<file path="src/rtl/sr_pkg.sv">
// Shared definitions for the shift-register chain drivers.
// Holds the transmitter FSM state encoding and the default chain geometry
// (frame width and shift-clock divider) shared with the sensor reader, so
// both chains run at the same shift rate.
package sr_pkg;

  typedef enum logic [1:0] {
    IDLE  = 2'd0,
    LOW   = 2'd1,
    HIGH  = 2'd2,
    LATCH = 2'd3
  } sr_state_e;

  localparam int SR_WIDTH   = 32;
  localparam int SR_CLK_DIV = 50;

endpackage

</file>
<file path="src/rtl/sr_tick_divider.sv">
// Phase-length divider for the shift-out driver.
// Counts system clocks while enabled and pulses phase_end_o for one cycle
// on the CLK_DIV-th cycle of each phase, then restarts from zero so the
// next phase begins with a fresh count.
// Ports:
//   clk_i       system clock
//   rst_ni      asynchronous active-low reset
//   en_i        count enable (a frame is in progress)
//   clr_i       synchronous clear (held while idle)
//   phase_end_o one-cycle pulse in the last cycle of a phase
import sr_pkg::*;

module sr_tick_divider #(
  parameter int CLK_DIV = SR_CLK_DIV
) (
  input  logic clk_i,
  input  logic rst_ni,
  input  logic en_i,
  input  logic clr_i,
  output logic phase_end_o
);

  localparam int CW = $clog2(CLK_DIV + 1);
  localparam logic [CW-1:0] LIMIT = CW'(CLK_DIV - 1);

  logic [CW-1:0] cnt_q;
  logic [CW-1:0] cnt_d;

  assign phase_end_o = en_i && !clr_i && (cnt_q == LIMIT);

  always_comb begin
    cnt_d = cnt_q;
    if (clr_i) begin
      cnt_d = '0;
    end else if (en_i) begin
      // Compare against the limit and clear rather than relying on wrap.
      cnt_d = (cnt_q == LIMIT) ? '0 : cnt_q + CW'(1);
    end
  end

  always_ff @(posedge clk_i or negedge rst_ni) begin
    if (!rst_ni) cnt_q <= '0;
    else         cnt_q <= cnt_d;
  end

endmodule

</file>
<file path="src/rtl/sr_shift_out_driver.sv">
// 74HC595-style serial transmitter for a daisy-chained output register bank.
// A word presented with start is shifted out MSB-first on sr_data, one bit
// per sr_clk period (CLK_DIV clocks low, CLK_DIV clocks high; the chain
// shifts on the sr_clk rising edge), then sr_latch is held high for CLK_DIV
// clocks to transfer the chain into its storage registers.
// A start arriving while a frame is in progress is held in a one-deep
// pending buffer (last value wins) and sent back-to-back.
// Ports:
//   clock, reset      system clock, asynchronous active-low reset
//   start, data_in    transmit request and the word to send
//   busy, done        frame in progress / one-cycle completion pulse
//   pending           a queued word is waiting
//   sr_clk, sr_data   shift clock and serial data to the chain
//   sr_latch          storage-register latch pulse
// Handshake: start is a plain request sampled every clock; no ready is
// returned, a request is either accepted (idle) or queued (busy), never lost
// except when overwritten in the pending buffer by a newer request.
import sr_pkg::*;

module sr_shift_out_driver #(
  parameter int WIDTH   = SR_WIDTH,
  parameter int CLK_DIV = SR_CLK_DIV
) (
  input  logic             clock,
  input  logic             reset,
  input  logic             start,
  input  logic [WIDTH-1:0] data_in,
  output logic             busy,
  output logic             done,
  output logic             pending,
  output logic             sr_clk,
  output logic             sr_data,
  output logic             sr_latch
);

  localparam int BW = $clog2(WIDTH + 1);
  localparam logic [BW-1:0] BIT_LAST = BW'(WIDTH - 1);

  sr_state_e        state_q, state_d;
  logic [WIDTH-1:0] shreg_q, shreg_d;
  logic [WIDTH-1:0] buf_q, buf_d;
  logic [BW-1:0]    bit_q, bit_d;
  logic             busy_q, busy_d;
  logic             done_q, done_d;
  logic             pend_q, pend_d;
  logic             clk_q, clk_d;
  logic             latch_q, latch_d;
  logic             phase_end;

  sr_tick_divider #(.CLK_DIV(CLK_DIV)) u_div (
    .clk_i      (clock),
    .rst_ni     (reset),
    .en_i       (state_q != IDLE),
    .clr_i      (state_q == IDLE),
    .phase_end_o(phase_end)
  );

  always_comb begin
    state_d = state_q;
    shreg_d = shreg_q;
    buf_d   = buf_q;
    bit_d   = bit_q;
    busy_d  = busy_q;
    done_d  = 1'b0;
    pend_d  = pend_q;
    clk_d   = clk_q;
    latch_d = latch_q;

    // Any request outside IDLE (including the cycle the frame completes)
    // lands in the pending buffer.
    if (start && state_q != IDLE) begin
      pend_d = 1'b1;
      buf_d  = data_in;
    end

    unique case (state_q)
      IDLE: begin
        if (start) begin
          state_d = LOW;
          shreg_d = data_in;
          bit_d   = '0;
          busy_d  = 1'b1;
          clk_d   = 1'b0;
        end
      end
      LOW: begin
        if (phase_end) begin
          state_d = HIGH;
          clk_d   = 1'b1;
        end
      end
      HIGH: begin
        if (phase_end) begin
          clk_d = 1'b0;
          if (bit_q == BIT_LAST) begin
            // No shift on the last bit so sr_data holds it through LATCH.
            state_d = LATCH;
            latch_d = 1'b1;
            bit_d   = '0;
          end else begin
            state_d = LOW;
            shreg_d = shreg_q << 1;
            bit_d   = bit_q + BW'(1);
          end
        end
      end
      LATCH: begin
        if (phase_end) begin
          latch_d = 1'b0;
          done_d  = 1'b1;
          if (pend_q) begin
            // Send the buffered word; a same-cycle start has already
            // refilled the buffer above and keeps pending set.
            state_d = LOW;
            shreg_d = buf_q;
            pend_d  = start;
          end else if (start) begin
            // Queue-and-dequeue in one step: go straight to the new word.
            state_d = LOW;
            shreg_d = data_in;
            pend_d  = 1'b0;
          end else begin
            state_d = IDLE;
            busy_d  = 1'b0;
            shreg_d = '0;
          end
        end
      end
      default: state_d = IDLE;
    endcase
  end

  always_ff @(posedge clock or negedge reset) begin
    if (!reset) begin
      state_q <= IDLE;
      shreg_q <= '0;
      buf_q   <= '0;
      bit_q   <= '0;
      busy_q  <= 1'b0;
      done_q  <= 1'b0;
      pend_q  <= 1'b0;
      clk_q   <= 1'b0;
      latch_q <= 1'b0;
    end else begin
      state_q <= state_d;
      shreg_q <= shreg_d;
      buf_q   <= buf_d;
      bit_q   <= bit_d;
      busy_q  <= busy_d;
      done_q  <= done_d;
      pend_q  <= pend_d;
      clk_q   <= clk_d;
      latch_q <= latch_d;
    end
  end

  assign busy     = busy_q;
  assign done     = done_q;
  assign pending  = pend_q;
  assign sr_clk   = clk_q;
  assign sr_data  = shreg_q[WIDTH-1];
  assign sr_latch = latch_q;

endmodule

</file>
<file path="config.mk">
export PLATFORM = sky130hd
export DESIGN_NAME = sr_shift_out_driver
export DESIGN_NICKNAME = d
export VERILOG_FILES = /design/src/rtl/sr_pkg.sv /design/src/rtl/sr_tick_divider.sv /design/src/rtl/sr_shift_out_driver.sv
export SDC_FILE = /design/constraint.sdc
export NUM_CORES = 1
export LEC_CHECK = 0
export CAP_MARGIN = 5
export CORE_MARGIN = 3
export CORE_UTILIZATION = 56
export DETAILED_ROUTE_END_ITERATION = 10
export PLACE_DENSITY = 0.79
export SLEW_MARGIN = 15
export SYNTH_ARGS = -nofsm -noshare
export SYNTH_HDL_FRONTEND = slang
export SYNTH_SLANG_ARGS = --single-unit
</file>
<file path="constraint.sdc">
create_clock -name clock -period 2.45 [get_ports clock]
set_clock_uncertainty 0.1 [all_clocks]
set_input_delay 0.49 -clock clock [delete_from_list [all_inputs] [get_ports clock]]
set_output_delay 0.49 -clock clock [all_outputs]
set_load 0.005 [all_outputs]
</file>
==> results of run 1 <==
[cell families after synthesis]
| logic type | after synthesis | synth area share [%] |
|---|---|---|
| fa+ha+maj | 3 | 0.975 |
| xor+xnor | 6 | 1.36 |
| buf+inv | 54 | 6.99 |
| simple gates | 46 | 6.63 |
| flops | 83 | 53.9 |
| compound gates | 54 | 12.3 |
| mux | 64 | 17.8 |
[worst min path at each step]
stage | from | to | slack, ns
after floorplan | reset | bit_q[0] | 0.09
after detailed placement | reset | bit_q[3] | 0.27
final | buf_q[0] | buf_q[0] | 0.41
after CTS | buf_q[0] | buf_q[0] | 0.41
after global routing | buf_q[6] | buf_q[6] | 0.43
after global placement | reset | bit_q[3] | 0.27
[synthesized netlist by cell type (3+ instances only)]
cell	instances	share of area (%)
buf_2	11	1.4
a222oi_1	31	8.1
a31oi_1	3	0.49
ha_1	3	0.98
mux2_2	32	9.4
o21ai_0	5	0.65
nand3_1	6	0.78
inv_1	36	3.5
mux2i_1	31	8.1
clkbuf_1	3	0.29
nor2_1	14	1.4
dfrtp_1	83	54
nand2_1	10	0.98
xor2_1	4	0.91
buf_12	3	1.6
[routing by layer]
metal  part of all wire, %  wire length [um]  up-vias
met2                    50              3850       82
met4                  0.77                59        0
met1                    44              3420     1349
met5                     0                 0        -
met3                   4.9               376        5
li1                      -                 -     1239
[per-stage QoR]
step | std cells | hold slack [ns] | power, uW
floorplan | 310 | 0.0944 | 3020
global placement | 423 | 0.271 | 3390
detailed placement | 423 | 0.274 | 3470
CTS | 440 | 0.413 | 4520
global route | 440 | 0.432 | 4790
finish | 440 | 0.409 | 4490
[power groups by stage]
stage               registers [uW]  logic [uW]  clock network (uW)
floorplan                     2060         956                   0
finish                        2150        1310                1030
global placement              2140        1240                   0
CTS                           2150        1320                1050
detailed placement            2160        1310                   0
global route                  2210        1460                1110
[state kept, by name, indices dropped and copies added (netlist names)]
| name | cells |
|---|---|
| u_div.cnt_q | 6 |
| state_q | 2 |
| sr_clk | 1 |
| busy | 1 |
| buf_q | 32 |
| bit_q | 6 |
| done | 1 |
| sr_latch | 1 |
| shreg_q | 32 |
| pending | 1 |
[cell type report]
class / count / area (um^2) / area share [%]
clock buffer: 12 / 165 / 3.59
inverter: 36 / 135 / 2.94
sequential: 83 / 2080 / 45.2
timing repair buffer: 55 / 563 / 12.2
multi-input combinational: 173 / 1510 / 32.9
clock inverter: 4 / 47.5 / 1.03
tap: 77 / 96.3 / 2.10
==> flow_summary.ini, run 1 <==
[die]
start_util_pct = 59.3
fp.coreArea_um2 = 6490
die_x_um = 88.9
die_h_um = 88.9
io_pins = 41
rows = 29
die_area_um2 = 7910

[critical_path]
worstPathArrival_ns = 2.22
cp_num_buf_inv = 1
crit_end = shreg_q[15]
critPathMaxStageDelay_ns = 0.45
crit_chain = nor3b_4, nand4_1, o21bai_4, buf_4, mux2i_1
crit_required_ns = 2.62
crit_type = reg -> reg
r2r-end = shreg_q[15]
crit_slowest_cell = dfrtp_1
reg2reg_depth = 5
cp_num_cells = 5
cp_max_fo = 11
critPathTopFamily = simple AND/OR/NAND/NOR gates
endpoint_kind = flop
reg2reg_from = u_div.cnt_q[3]
cp-start-kind = flop
reg2reg_slack_ns = 0.40
crit_path_start = u_div.cnt_q[3]

[sta]
period_share_pct = 83.8
drv_slew = 0
slew_headroom_pct = 63.8
setup_viol = 0
tns_ns = 0
rsz0062_at_grt = false
post-route-min-period_ns = 2.05
hold_viol = 0
worst_pin_slew_ns = 0.543
timing.final.ws_setup_ns = 0.397
max_clock_freq_mhz = 487

[detailed_routing]
wirelength_um = 7700
routed_via_density = 6.08
wl_per_cell_um = 17.5
first_iter_violations = 356
drc_errors = 0
via_count = 2675
dr.pass1.iters = 9
antenna_left = 0

[placed_design]
dp_slack_ns = 0.0914
placed_area_um2 = 4380
place.gp.congestion = 0.807
portBuffers = 40
hpwl_um = 5060

[clock_tree]
cts_htree_levels = 3
cts_hold_buf = 1
cts_setup_buffers = 0
cts_resized = 0
cts_inserted_buffers = 9
clk_pin_slew_ns = 0.08
clock-root-buffer = clkbuf_8
cts_tree = yes
insertion_delay_ns = 0.35
cts_buffer_depth = 2
cts.sink_count = 83

[pwr]
powerDensity_nw_per_um2 = 976
clkPwrFrac_pct = 22.9
p_sw_uw = 1460
switching_share_pct = 32.6
vdd_drop_max_mv = 0.455
seq_power_share_pct = 48.0
comb_power_share_pct = 29.2
p_int_uw = 3020
power.leakage_uw = 0.00195

[grt]
track_usage_pct = 21.7
grt_util_met2_pct = 35.6
grt_use_met3_pct = 6.36
busiest_layer = met2
grt_overflow_total = 0
grt_antenna_before_repair = 0
grt_max_degree = 45
grt_pass1_wl_um = 13100
grt_pass1_vias = 2727
globalRouteMet1Util_pct = 28.3

[logic_synthesis]
syn_inst = 310
seq_area_frac_synth_pct = 53.9
ys_seq_elements = 83
syn-mean-instance-area_um2 = 12.4
ys_warn_count = 0
syn_nets = 348
syn_area_um2 = 3850
async_reset_ff_share_pct = 100
synth_cell_types = 43
synth_edf_count = 0
synth-main-ff-cell = dfrtp_1

[final_layout]
design_area_um2 = 4600
fill_cells = 474
areaGrowthSynthToFinish_pct = 19.4
fin_util_pct = 70.8
drive_gt1_share_pct = 20.9
layout_commonest_cell = dfrtp_1
diodes = 0
layout.nets = 396
final_cell_mix = 83 x dfrtp_1, 39 x clkdlybuf4s50_1, 36 x inv_1

[run]
maxCapViolCount = 0

[worst_hold_path]
holdPathStages = 1
hold_class = reg -> reg

[status]
outcome = complete, no violations
Power figures use the tool's default switching activity.
==> run 2: changes to the inputs <==
==> constraint.sdc (replaced) <==
create_clock -name clock -period 2 [get_ports clock]
set_clock_uncertainty 0.1 [all_clocks]
set_input_delay 0.4 -clock clock [delete_from_list [all_inputs] [get_ports clock]]
set_output_delay 0.4 -clock clock [all_outputs]
set_load 0.005 [all_outputs]
==> run 2 against run 1 <==
Clock-buffer cell count shrank 3. Sequential power grew 23%. Global-route usage shrank 0.48 points. Critical path type unchanged. Highest routed layer unchanged.
==> flow_summary.ini, run 2 (synthesis results as in run 1) <==
[grt]
grt_use_met3_pct = 3.59
grt_pass1_vias = 2757
grt_antenna_before_repair = 0
grt_util_met2_pct = 33.3
grt_overflow_total = 0
track_usage_pct = 21.2
globalRouteMet1Util_pct = 29.3
grt_max_degree = 37
busiest_layer = met2
grt_pass1_wl_um = 13000

[placed_design]
hpwl_um = 5110
placed_area_um2 = 4420
portBuffers = 40
place.gp.congestion = 0.795

[critical_path]
worstPathArrival_ns = 1.97
cp-start-kind = flop
critPathTopFamily = flip-flops
critPathMaxStageDelay_ns = 0.42
crit_chain = ha_1, nand4_1, nor3_2, o21bai_4, buf_12, mux2i_1
cp_max_fo = 16
cp_num_buf_inv = 1
crit_required_ns = 2.17
endpoint_kind = flop
crit_slowest_cell = dfrtp_1
crit_type = reg -> reg

[final_layout]
fin_util_pct = 71.6
drive_gt1_share_pct = 22.1
diodes = 0
biggestRegsByFlops = buf_q: 32 flops, shreg_q: 32 flops
layout.nets = 400
areaGrowthSynthToFinish_pct = 20.9
design_area_um2 = 4650
final_cell_mix = 82 x dfrtp_1, 39 x clkdlybuf4s50_1, 36 x inv_1
layout_commonest_cell = dfrtp_1

[die]
fp.coreArea_um2 = 6490
rows = 29
die_h_um = 88.9
die_area_um2 = 7910
start_util_pct = 59.3
io_pins = 41
die_x_um = 88.9

[run]
maxCapViolCount = 0

[detailed_routing]
routed_via_density = 6.15
wirelength_um = 7720
dr.pass1.iters = 7
via_count = 2732
wl_per_cell_um = 17.4
drc_errors = 0
antenna_left = 0
first_iter_violations = 258

[pwr]
switching_share_pct = 32.7
vdd_drop_max_mv = 0.650
comb_power_share_pct = 28.4
seq_power_share_pct = 47.4
p_int_uw = 3760
p_sw_uw = 1830
clkPwrFrac_pct = 24.1
power.leakage_uw = 0.00197
powerDensity_nw_per_um2 = 1200

[sta]
rsz0062_at_grt = false
slew_headroom_pct = 64.1
drv_slew = 0
worst_pin_slew_ns = 0.538
post-route-min-period_ns = 1.80
period_share_pct = 90.0
setup_viol = 0
max_clock_freq_mhz = 556
hold_viol = 0

[clock_tree]
cts_tree = yes
cts_htree_levels = 3
clk_pin_slew_ns = 0.09
insertion_delay_ns = 0.35
cts_buffer_depth = 2
cts_setup_buffers = 0
clock-root-buffer = clkbuf_8
cts.sink_count = 83
cts_inserted_buffers = 9

[worst_hold_path]
hold_class = reg -> reg

[status]
outcome = complete, no violations
-- run 2: cell types whose count changed in the layout (fill, tap and decap cells not counted), sizes merged --
cell,previous run,this run
inv,36,38
bufinv,1,2
clkbuf,12,9
buf,15,19
clkinv,2,1
clkinvlp,1,2
-- run 2: what timing repair did --
item	4_1_cts	5_1_grt
endpoints found under the hold margin	34	0
setup endpoints to repair	0	9
hold buffers	1	0
resized for setup	0	1
-- run 2: path summary, 6_finish.rpt --
check	start	end	slack, ns	depth (start not counted)
worst min-delay path	buf_q[30]	buf_q[30]	0.41	1
min in group asynchronous	reset	bit_q[5]	0.46	2
max in group asynchronous	reset	shreg_q[0]	0.73	3
worst max register to register	bit_q[0]	shreg_q[20]	0.20	6
worst max-delay path	bit_q[0]	shreg_q[20]	0.20	6
worst min register to register	buf_q[30]	buf_q[30]	0.41	1
-- run 2: metal layers --
metal  share of wire [%]  routed length, um  vias to the layer above
li1                    -                  -                     1243
met1                  44               3410                     1397
met2                  49               3810                       83
met3                 5.0                385                        9
met4                 1.5                112                        0
met5                   0                  0                        -
-- run 2: cell type report --
cell class,instances,area [um^2]
tap,77,96.3
multi-input combinational,173,1510
sequential,83,2080
timing repair buffer,59,606
clock inverter,7,100
inverter,36,135
fill,459,1840
clock buffer,9,124
-- run 2: power by group through the flow --
stage	clock (uW)	sequential (uW)	combinational (uW)
floorplan	0	2520	1170
global placement	0	2640	1510
detailed placement	0	2650	1600
CTS	1380	2640	1610
global route	1460	2720	1780
finish	1350	2650	1590
-- run 2: stage by stage --
| stage | instances | hold slack, ns | worst slack (ns) | power [uW] | TNS (ns) |
|---|---|---|---|---|---|
| after floorplan | 310 | 0.00441 | 0.306 | 3690 | 0 |
| after global placement | 427 | 0.285 | 0.00553 | 4150 | 0 |
| after detailed placement | 427 | 0.289 | -0.0363 | 4250 | -0.123 |
| after CTS | 444 | 0.413 | 0.124 | 5630 | 0 |
| after global routing | 444 | 0.420 | 0.0618 | 5960 | 0 |
| final | 444 | 0.413 | 0.200 | 5590 | 0 |
==> run 3: changes to the inputs <==
--- a/config.mk
+++ b/config.mk
@@ -6,6 +6,7 @@
 export NUM_CORES = 1
 export LEC_CHECK = 0
 export CAP_MARGIN = 5
+export CORE_ASPECT_RATIO = 1.1
 export CORE_MARGIN = 3
 export CORE_UTILIZATION = 56
 export DETAILED_ROUTE_END_ITERATION = 10
==> run 3 against run 2 <==
Combinational power up 6%. Clock power down 19%. Non-clock buffer count unchanged. Worst setup slack worse by 0.084 ns. Flip-flop and latch count unchanged. Critical path depth unchanged. Via count down 2.0%. Design area up 0.13%. Clock-buffer cell count up 2. Critical path type unchanged. Critical endpoint is now shreg_q[6]. Largest power group unchanged.
==> flow_summary.ini, run 3 (synthesis results as in run 1) <==
[die]
fp.coreArea_um2 = 6630
die_area_um2 = 7910
start_util_pct = 58.0
die_h_um = 93.0
io_pins = 41
rows = 31
die_x_um = 85.1

[grt]
track_usage_pct = 21.5
grt_pass1_vias = 2843
grt_pass1_wl_um = 13500
grt_antenna_before_repair = 0
grt_overflow_total = 0
grt_max_degree = 40

[final_layout]
layout.nets = 400
diodes = 0
fin_util_pct = 70.3
areaGrowthSynthToFinish_pct = 21.0
register_area_um2 = 2080
drive_gt1_share_pct = 21.6
design_area_um2 = 4660
multi_input_area_um2 = 1510
fill_cells = 457
biggestRegsByFlops = buf_q: 32 flops, shreg_q: 32 flops
final_cell_mix = 83 x dfrtp_1, 39 x clkdlybuf4s50_1, 36 x inv_1
layout_commonest_cell = dfrtp_1

[sta]
worst_pin_slew_ns = 0.524
setup_viol = 0
drv_slew = 0
period_share_pct = 94.2
slew_headroom_pct = 65.1
rsz0062_at_grt = false
post-route-min-period_ns = 1.88
max_clock_freq_mhz = 531
hold_viol = 0
tns_ns = 0

[pwr]
clkPwrFrac_pct = 20.2
p_int_uw = 3590
p_sw_uw = 1810
power_uw = 5400
vdd_drop_max_mv = 0.925
seq_power_share_pct = 48.5
powerDensity_nw_per_um2 = 1160
power.leakage_uw = 0.00197
switching_share_pct = 33.4
comb_power_share_pct = 31.3

[detailed_routing]
via_count = 2677
routed_via_density = 5.98
dr.pass1.iters = 6
antenna_left = 0
first_iter_violations = 250
wirelength_um = 8040
wl_per_cell_um = 17.9
drc_errors = 0

[clock_tree]
insertion_delay_ns = 0.34
cts.sink_count = 83
cts_htree_levels = 3
cts_buffer_depth = 2
cts_inserted_buffers = 9
cts_tree = yes
clk_pin_slew_ns = 0.08
clock-root-buffer = clkbuf_8

[critical_path]
cp_max_fo = 12
crit_required_ns = 2.16
worstPathArrival_ns = 2.04
crit_type = reg -> reg
cp-start-kind = flop
endpoint_kind = flop

[worst_hold_path]
hold_class = reg -> reg

[placed_design]
portBuffers = 40
placed_area_um2 = 4470
place.gp.congestion = 0.836
hpwl_um = 5350

[status]
outcome = complete, no violations

[run]
maxCapViolCount = 0
[run 3: final cells by class]
class                      instances  area share, %
inverter                          36           2.90
clock buffer                      11           3.25
multi-input combinational        173           32.5
timing repair buffer              59           14.1
tap                               82           2.20
clock inverter                     4          0.510
sequential                        83           44.6
[run 3: path summary, 6_finish.rpt]
check                               startpoint             end  slack (ns)  cells after the start
worst max-delay path                  bit_q[0]      shreg_q[6]        0.12                      6
worst min-delay path            u_div.cnt_q[0]  u_div.cnt_q[0]        0.40                      1
worst max register to register        bit_q[0]      shreg_q[6]        0.12                      6
worst min register to register  u_div.cnt_q[0]  u_div.cnt_q[0]        0.40                      1
max in group asynchronous                reset            busy        0.79                      3
min in group asynchronous                reset     shreg_q[27]        0.48                      2
[run 3: power by group through the flow]
stage               clock network [uW]  registers [uW]  logic, uW
CTS                               1120            2610       1710
global placement                     0            2600       1610
floorplan                            0            2520       1170
global route                      1190            2670       1870
finish                            1090            2620       1690
detailed placement                   0            2630       1690
[run 3: stage by stage]
| step | instances | setup slack [ns] | hold WS [ns] |
|---|---|---|---|
| CTS | 448 | 0.120 | 0.399 |
| global placement | 432 | 0.0217 | 0.317 |
| floorplan | 310 | 0.306 | 0.00441 |
| global route | 448 | 0.0257 | 0.418 |
| detailed placement | 432 | -0.0974 | 0.313 |
| finish | 448 | 0.116 | 0.399 |
[run 3: critical path, stage by stage, from the launching register on]
cell      delay (ns)
dfrtp_1         0.42
ha_1            0.25
nand4_1         0.17
nor3_2          0.08
o21bai_4        0.36
buf_12          0.21
mux2i_1         0.21
[run 3: layer usage]
layer  track usage, %  wire [um]  vias up
met2             35.4       4160       65
met1             28.0       3440     1363
met3             4.27        327       10
met5                0          0        -
li1                 -          -     1239
met4             8.18        110        0
[run 3: timing repair]
item	4_1_cts	5_1_grt
resized for setup	0	0
hold buffers	1	0
endpoints found under the hold margin	37	0
buffers inserted	0	0
